**src/rtl/ul_ram_pkg.sv**
```systemverilog
// Shared constants, state encoding and helpers for the uplink ping-pong RAM
// (write controller and read controller).
package ul_ram_pkg;

  // Frame geometry: two sync bytes plus 260 payload bytes
  localparam logic [8:0]  FRAME_LEN = 9'd262;

  // Ping-pong buffer windows inside the 1K uplink RAM
  localparam logic [9:0]  RAM0_BASE = 10'd0;
  localparam logic [9:0]  RAM0_END  = 10'd261;
  localparam logic [9:0]  RAM1_BASE = 10'd512;
  localparam logic [9:0]  RAM1_END  = 10'd773;

  // Two-byte frame sync word
  localparam logic [7:0]  SYNC0 = 8'hEB;
  localparam logic [7:0]  SYNC1 = 8'h90;

  // Idle cycles tolerated inside a frame before it is abandoned
  localparam logic [12:0] TIMEOUT = 13'd4096;

  typedef enum logic [2:0] {
    S_HUNT  = 3'd0,
    S_HDR   = 3'd1,
    S_WRITE = 3'd2,
    S_DONE  = 3'd3,
    S_DROP  = 3'd4
  } ul_state_e;

  // Start address of the buffer selected by sel
  function automatic logic [9:0] ram_base(input logic sel);
    return sel ? RAM1_BASE : RAM0_BASE;
  endfunction

endpackage

```
**src/rtl/ul_sync_detect.sv**
```systemverilog
// Sync-word detector: remembers the previous hunted byte and flags the
// cycle in which SYNC0 followed by SYNC1 has been received.
module ul_sync_detect
  import ul_ram_pkg::*;
(
  input  logic       clk,
  input  logic       nRst,
  input  logic       i_capture,
  input  logic       i_clear,
  input  logic       i_rx_valid,
  input  logic [7:0] i_rx_data,
  output logic       o_sync_hit
);

  logic [7:0] r_prev_byte;

  // Previous byte is only tracked while hunting; cleared when a frame ends
  always_ff @(posedge clk or negedge nRst) begin
    if (!nRst) begin
      r_prev_byte <= 8'h00;
    end else if (i_clear) begin
      r_prev_byte <= 8'h00;
    end else if (i_capture && i_rx_valid) begin
      r_prev_byte <= i_rx_data;
    end
  end

  assign o_sync_hit = i_capture & i_rx_valid &
                      (i_rx_data == SYNC1) & (r_prev_byte == SYNC0);

endmodule

```
**src/rtl/ul_wr_ram_control.sv**
```systemverilog
// Uplink write-side controller: hunts the sync word, writes each frame into
// the free half of the ping-pong RAM and flags full buffers to the reader.
// Buffer flag handshake: UlRAM_wr_state[i] is set when buffer i holds a
// complete frame and is cleared while the reader holds UlRAM_rd_state[i].
// Optional feature: define UL_WR_OVF_CNT_EN to add the ovf_count port,
// a saturating count of discarded frames.
module ul_wr_ram_control
  import ul_ram_pkg::*;
(
  input  logic        clk,
  input  logic        nRst,
  input  logic        UlDataRevEnable,
  input  logic [7:0]  rx_data,
  input  logic        rx_valid,
  input  logic [1:0]  UlRAM_rd_state,
  output logic [1:0]  UlRAM_wr_state,
  output logic        wrRAMEn,
  output logic [9:0]  wrRAMAddr,
  output logic [7:0]  wrRAMData,
  output logic        frame_drop,
  output logic [2:0]  dbg_state
`ifdef UL_WR_OVF_CNT_EN
  ,
  output logic [15:0] ovf_count
`endif
);

  ul_state_e   r_state,      w_state;
  logic        r_wr_sel,     w_wr_sel;
  logic [8:0]  r_byte_cnt,   w_byte_cnt;
  logic [12:0] r_idle_cnt,   w_idle_cnt;
  logic [1:0]  r_wr_state,   w_wr_state;
  logic        r_wr_en,      w_wr_en;
  logic [9:0]  r_wr_addr,    w_wr_addr;
  logic [7:0]  r_wr_data,    w_wr_data;
  logic        r_frame_drop, w_drop;
  logic        w_clr_prev;
  logic        w_sync_hit;
  logic        w_capture;
  logic [9:0]  w_base;
  logic [12:0] w_idle_inc;

  assign w_capture  = (r_state == S_HUNT) && UlDataRevEnable;
  assign w_base     = ram_base(r_wr_sel);
  assign w_idle_inc = r_idle_cnt + 13'd1;

  ul_sync_detect u_sync_detect (
    .clk        (clk),
    .nRst       (nRst),
    .i_capture  (w_capture),
    .i_clear    (w_clr_prev),
    .i_rx_valid (rx_valid),
    .i_rx_data  (rx_data),
    .o_sync_hit (w_sync_hit)
  );

  // Next-state, RAM write and buffer-flag decisions
  always_comb begin
    w_state    = r_state;
    w_wr_sel   = r_wr_sel;
    w_byte_cnt = r_byte_cnt;
    w_idle_cnt = r_idle_cnt;
    w_wr_en    = 1'b0;
    w_wr_addr  = r_wr_addr;
    w_wr_data  = r_wr_data;
    w_drop     = 1'b0;
    w_clr_prev = 1'b0;
    // Reader release is level-based; a set in S_DONE below overrides it
    w_wr_state = r_wr_state & ~UlRAM_rd_state;

    case (r_state)
      S_HUNT: begin
        if (w_sync_hit) begin
          w_byte_cnt = 9'd2;
          w_idle_cnt = 13'd0;
          if (!r_wr_state[r_wr_sel]) begin
            // SYNC1 goes out now; SYNC0 follows in the gap before payload
            w_wr_en   = 1'b1;
            w_wr_addr = w_base + 10'd1;
            w_wr_data = SYNC1;
            w_state   = S_HDR;
          end else begin
            w_drop  = 1'b1;
            w_state = S_DROP;
          end
        end
      end
      S_HDR: begin
        w_wr_en    = 1'b1;
        w_wr_addr  = w_base;
        w_wr_data  = SYNC0;
        w_idle_cnt = 13'd0;
        w_state    = S_WRITE;
      end
      S_WRITE: begin
        if (rx_valid) begin
          w_wr_en    = 1'b1;
          w_wr_addr  = w_base + {1'b0, r_byte_cnt};
          w_wr_data  = rx_data;
          w_byte_cnt = r_byte_cnt + 9'd1;
          w_idle_cnt = 13'd0;
          if (r_byte_cnt == FRAME_LEN - 9'd1) w_state = S_DONE;
        end else begin
          w_idle_cnt = w_idle_inc;
          if (w_idle_inc == TIMEOUT) begin
            w_drop     = 1'b1;
            w_state    = S_HUNT;
            w_byte_cnt = 9'd0;
            w_idle_cnt = 13'd0;
            w_clr_prev = 1'b1;
          end
        end
      end
      S_DONE: begin
        w_wr_state[r_wr_sel] = 1'b1;
        w_wr_sel   = ~r_wr_sel;
        w_byte_cnt = 9'd0;
        w_clr_prev = 1'b1;
        w_state    = S_HUNT;
      end
      S_DROP: begin
        if (rx_valid) begin
          w_byte_cnt = r_byte_cnt + 9'd1;
          w_idle_cnt = 13'd0;
          if (r_byte_cnt + 9'd1 == FRAME_LEN) begin
            w_byte_cnt = 9'd0;
            w_state    = S_HUNT;
          end
        end else begin
          w_idle_cnt = w_idle_inc;
          if (w_idle_inc == TIMEOUT) begin
            w_byte_cnt = 9'd0;
            w_idle_cnt = 13'd0;
            w_clr_prev = 1'b1;
            w_state    = S_HUNT;
          end
        end
      end
      default: w_state = S_HUNT;
    endcase

    // Link down flushes everything, abandoning any partial frame silently
    if (!UlDataRevEnable) begin
      w_state    = S_HUNT;
      w_wr_sel   = 1'b0;
      w_byte_cnt = 9'd0;
      w_idle_cnt = 13'd0;
      w_wr_state = 2'b00;
      w_wr_en    = 1'b0;
      w_drop     = 1'b0;
      w_clr_prev = 1'b1;
    end
  end

  // State and registered RAM-side outputs
  always_ff @(posedge clk or negedge nRst) begin
    if (!nRst) begin
      r_state      <= S_HUNT;
      r_wr_sel     <= 1'b0;
      r_byte_cnt   <= 9'd0;
      r_idle_cnt   <= 13'd0;
      r_wr_state   <= 2'b00;
      r_wr_en      <= 1'b0;
      r_wr_addr    <= 10'd0;
      r_wr_data    <= 8'd0;
      r_frame_drop <= 1'b0;
    end else begin
      r_state      <= w_state;
      r_wr_sel     <= w_wr_sel;
      r_byte_cnt   <= w_byte_cnt;
      r_idle_cnt   <= w_idle_cnt;
      r_wr_state   <= w_wr_state;
      r_wr_en      <= w_wr_en;
      r_wr_addr    <= w_wr_addr;
      r_wr_data    <= w_wr_data;
      r_frame_drop <= w_drop;
    end
  end

  assign UlRAM_wr_state = r_wr_state;
  assign wrRAMEn        = r_wr_en;
  assign wrRAMAddr      = r_wr_addr;
  assign wrRAMData      = r_wr_data;
  assign frame_drop     = r_frame_drop;
  assign dbg_state      = r_state;

`ifdef UL_WR_OVF_CNT_EN
  logic [15:0] r_ovf_count;

  // Saturating count of discarded frames, cleared when the link drops
  always_ff @(posedge clk or negedge nRst) begin
    if (!nRst) begin
      r_ovf_count <= 16'd0;
    end else if (!UlDataRevEnable) begin
      r_ovf_count <= 16'd0;
    end else if (w_drop && (r_ovf_count != 16'hFFFF)) begin
      r_ovf_count <= r_ovf_count + 16'd1;
    end
  end

  assign ovf_count = r_ovf_count;
`endif

endmodule

```
**config.mk**
```make
export PLATFORM = sky130hd
export DESIGN_NAME = ul_wr_ram_control
export DESIGN_NICKNAME = d
export VERILOG_FILES = /design/src/rtl/ul_ram_pkg.sv /design/src/rtl/ul_sync_detect.sv /design/src/rtl/ul_wr_ram_control.sv
export SDC_FILE = /design/constraint.sdc
export NUM_CORES = 1
export LEC_CHECK = 0
export BUFFER_PORTS_ARGS = -buffer_cell sky130_fd_sc_hd__buf_2
export CORE_ASPECT_RATIO = 1.2
export CORE_MARGIN = 10
export CORE_UTILIZATION = 47
export CTS_CLUSTER_DIAMETER = 50
export DETAILED_ROUTE_END_ITERATION = 8
export PLACE_DENSITY = 0.66
export SYNTH_ARGS = -nofsm -noshare
export SYNTH_HDL_FRONTEND = slang
export SYNTH_SLANG_ARGS = --single-unit
```
**constraint.sdc**
```tcl
create_clock -name clk -period 3.6 [get_ports clk]
set_clock_uncertainty 0.05 [all_clocks]
set_input_delay 0.9 -clock clk [delete_from_list [all_inputs] [get_ports clk]]
set_output_delay 0.9 -clock clk [all_outputs]
set_load 0.005 [all_outputs]
```
==> impl_summary.txt <==
----------------------------------------------------
[Synthesis]
  Post-Syn Instances ... around 370
  Post-synth top area share ... 41.6%
  Portion of the post-synthesis area used by sequential elements ... 41.6%
  Post-synth EDFFs ... 0
  Mapped Avg Cell Area ... ~9.1 sq um
  Cell taking the most area after synthesis ... dfrtp_1
  Async S/R FF share, synth ... 100%
  Most used flip-flop cell after synthesis ... dfrtp_1
  Area of the mapped netlist ... 3370 sq um
  Flip-flop and latch count after synthesis ... 56
  Mapped Nets ... 389
  Syn. warnings ... 0
  Library cells used by synthesis ... slightly above 60
  Biggest area contributors in the synthesized netlist ... dfrtp_1 42%, nand2_1 4.7%, a21oi_1 3.4%

[STA]
  Final number of max-transition violations ... 0
  Post-route minimum period ... 2.91 ns
  Share of the clock period used by the worst path ... between 80% and 90%
  Count of final setup violators ... 0
  RSZ-0062 raised after global routing ... no
  Peak clock frequency supported by timing ... 0.343 GHz
  Final hold viol count ... 0
  Max-slew headroom ... 29.7%
  Total Neg Setup Slack ... 0 ns
  WHS ... around 0.46 ns
  Actual slew at the worst max-slew pin ... 1.05 ns

[Detailed routing]
  Routed WL per cell ... 17.8 um
  Antenna viol nets, final ... 0
  Detailed-route wire length ... around 8600 um
  Number of iterations in the first detailed-routing pass ... 5
  Drt via density ... 6.09
  Post-route DRC violation count ... 0
  Number of DRC markers in iteration 0 ... 243
  Count of vias placed by the detailed router ... 2,956

[Job]
  Number of violations of the max-capacitance limit ... 0

[Place]
  Number of port buffers ... 38
  Final weighted congestion in routability-driven placement ... 0.813
  Placed Instance Area ... ~3600 sq um
  DP Wirelength ... 6200 um

[Pwr]
  Total power draw ... 1.27 mW
  Static leakage ... between 1.5 and 2 nW
  Peak supply drop ... around 0.25 mV
  Power Dens Cells ... 339 nW/um^2

[Finish]
  Final cell area excluding filler cells ... 3740 sq um
  Fraction of final layout cells sized beyond drive strength 1 ... 19.1%
  Highest-count cells in the layout ignoring fill and taps ... 56 x dfrtp_1, 42 x nand2_1, 38 x buf_2, 23 x a21oi_1, 17 x o21ai_0
  Number of diodes added for antenna fixing ... 0
  Area delta synth->final ... 10.8%
  Most frequent standard cell in the layout excluding fill and tap cells ... dfrtp_1
  Final #Nets ... between 400 and 500

[CTS]
  TritonCTS clock tree ... built
  Root Buffer Master ... clkbuf_8
  Clock Tree Buf Depth ... 2
  # hold bufs at CTS ... 0
  Skew-Pair Late Insertion Delay ... roughly 0.31 ns
  Resize count post-CTS ... 0
  Number of H-tree levels ... 2
  Clock Pin Slew Worst Setup and Hold Paths ... approximately 0.11 ns
  Post-CTS setup buffers ... 0
  Num CTS Buffers ... 5
  Clock sink total ... 56

[Setup path]
  Launching element type of the critical path ... flop
  Worst-path maximum fanout ... 19
  Crit Path Class ... flop to flop
  Arrival time at the worst endpoint ... 3.07 ns
  Capturing element type of the critical path ... flop
  Critical path required time ... 3.76 ns
  Depth of the worst register-to-register path ... 8

[Die]
  Overall die area ... 11,000 sq um
  Y dimension of the die ... 113 um
  Number of top-level design ports ... 39
  Horizontal die dimension ... 97.3 um
  Core region area ... 6900 sq um
  Initial standard-cell utilization of the core ... 48.9%
  FP Rows ... 33

[Global route]
  Number of global-route vias before repair ... around 2,800
  Maximum number of pins on one net before global-route repair ... between 40 and 50
  Number of antenna violations at the first check in global routing ... 0
  First-pass GRT wire length ... 14,400 um
  Total overflow reported by the global router ... 0
  Total routing resource utilization after global routing ... 15.4%

[Status]
  Outcome ... complete, no violations

[Min path]
  Worst Hold Path Cells ... 1
  Hold WC Path Type ... flop to flop

----------------------------------------------------
[final timing paths]
kind	startpoint	end	slack [ns]
max in group asynchronous	nRst	wrRAMData[6]$_DFFE_PN0P_	2.02
hold reg to reg	wrRAMData[1]$_DFFE_PN0P_	wrRAMData[1]$_DFFE_PN0P_	0.46
setup reg to reg	r_idle_cnt[0]$_DFFE_PN0P_	r_byte_cnt[3]$_DFFE_PN0P_	0.69
min in group asynchronous	nRst	r_idle_cnt[0]$_DFFE_PN0P_	0.73
setup / recovery	r_idle_cnt[0]$_DFFE_PN0P_	r_byte_cnt[3]$_DFFE_PN0P_	0.69
hold / removal	wrRAMData[1]$_DFFE_PN0P_	wrRAMData[1]$_DFFE_PN0P_	0.46
[cells by family (layout without fill, tap and decap cells)]
group | after synthesis | count (layout) | synth area share, %
AND/OR/NAND/NOR | 139 | 139 | 22.4
AO/OA/AOI/OAI | 116 | 116 | 24.6
XOR/XNOR | 6 | 6 | 1.56
adder cells (fa/ha/maj) | 5 | 5 | 1.78
flip-flops | 56 | 56 | 41.6
buffers and inverters | 40 | 67 | 5.16
multiplexers | 9 | 9 | 2.93
[Yosys cell counts, types with 3 or more instances]
library cell and count:
dfrtp_1 56, nand2_1 42, a21oi_1 23, o21ai_0 17, clkbuf_1 16, inv_1 13, nor2_1 13, a21boi_0 12
nand3_1 10, or3_1 10, a31o_2 9, nand4_1 8, nor3_1 8, a31oi_1 7, and3_1 7, mux2_2 7
o21a_1 7, o22ai_1 7, and2_1 6, nor3b_1 6, o311ai_0 6, xnor2_1 6, a211o_1 4, and4_1 4
ha_1 4, nand2b_1 4, nand4b_1 4, nor4_1 4, or2_2 4, buf_1 3, buf_2 3, o211ai_1 3
[flip-flops by register name, summed over array words and instances (netlist names)]
name                       count
UlRAM_wr_state                 2
dbg_state                      3
frame_drop                     1
r_byte_cnt                     9
r_idle_cnt                    13
r_wr_sel                       1
u_sync_detect.r_prev_byte      8
wrRAMAddr                     10
wrRAMData                      8
wrRAMEn                        1
[worst max-delay path, stage by stage, from the launching register on]
cell	delay (ns)
dfrtp_1	0.46
ha_1	0.32
a211oi_1	0.24
o211ai_1	0.12
a211o_1	0.34
a2111oi_4	0.69
buf_12	0.23
nor3b_1	0.08
o221a_2	0.28
[per-layer routing]
layer  global-route usage, %  share of wire [%]
met5                       0                  0
met4                    3.88                1.5
met3                    3.23                4.2
met2                    26.3                 49
met1                    19.3                 45
[layout make-up]
type,count,area (sq um)
fill,638,3160
clock buffer,6,82.6
clock inverter,2,38.8
inverter,14,52.6
sequential,56,1400
multi-input combinational,275,1800
timing repair buffer,45,255
tap,87,109
[through the flow]
stage / utilization, % / cells / setup slack (ns)
2_1_floorplan: - / 371 / 0.892
3_3_place_gp: 52.4 / 477 / 0.704
3_5_place_dp: 52.4 / 477 / 0.685
4_1_cts: 54.2 / 485 / 0.686
5_1_grt: 54.2 / 485 / 0.528
6_report: 54.2 / 485 / 0.687
[power breakdown]
group          total (mW)  internal (mW)  switching (mW)
clock               0.444          0.228           0.216
sequential          0.678          0.658          0.0206
combinational       0.145         0.0589          0.0863
total                1.27          0.945           0.323
Power figures use the tool's default switching activity.
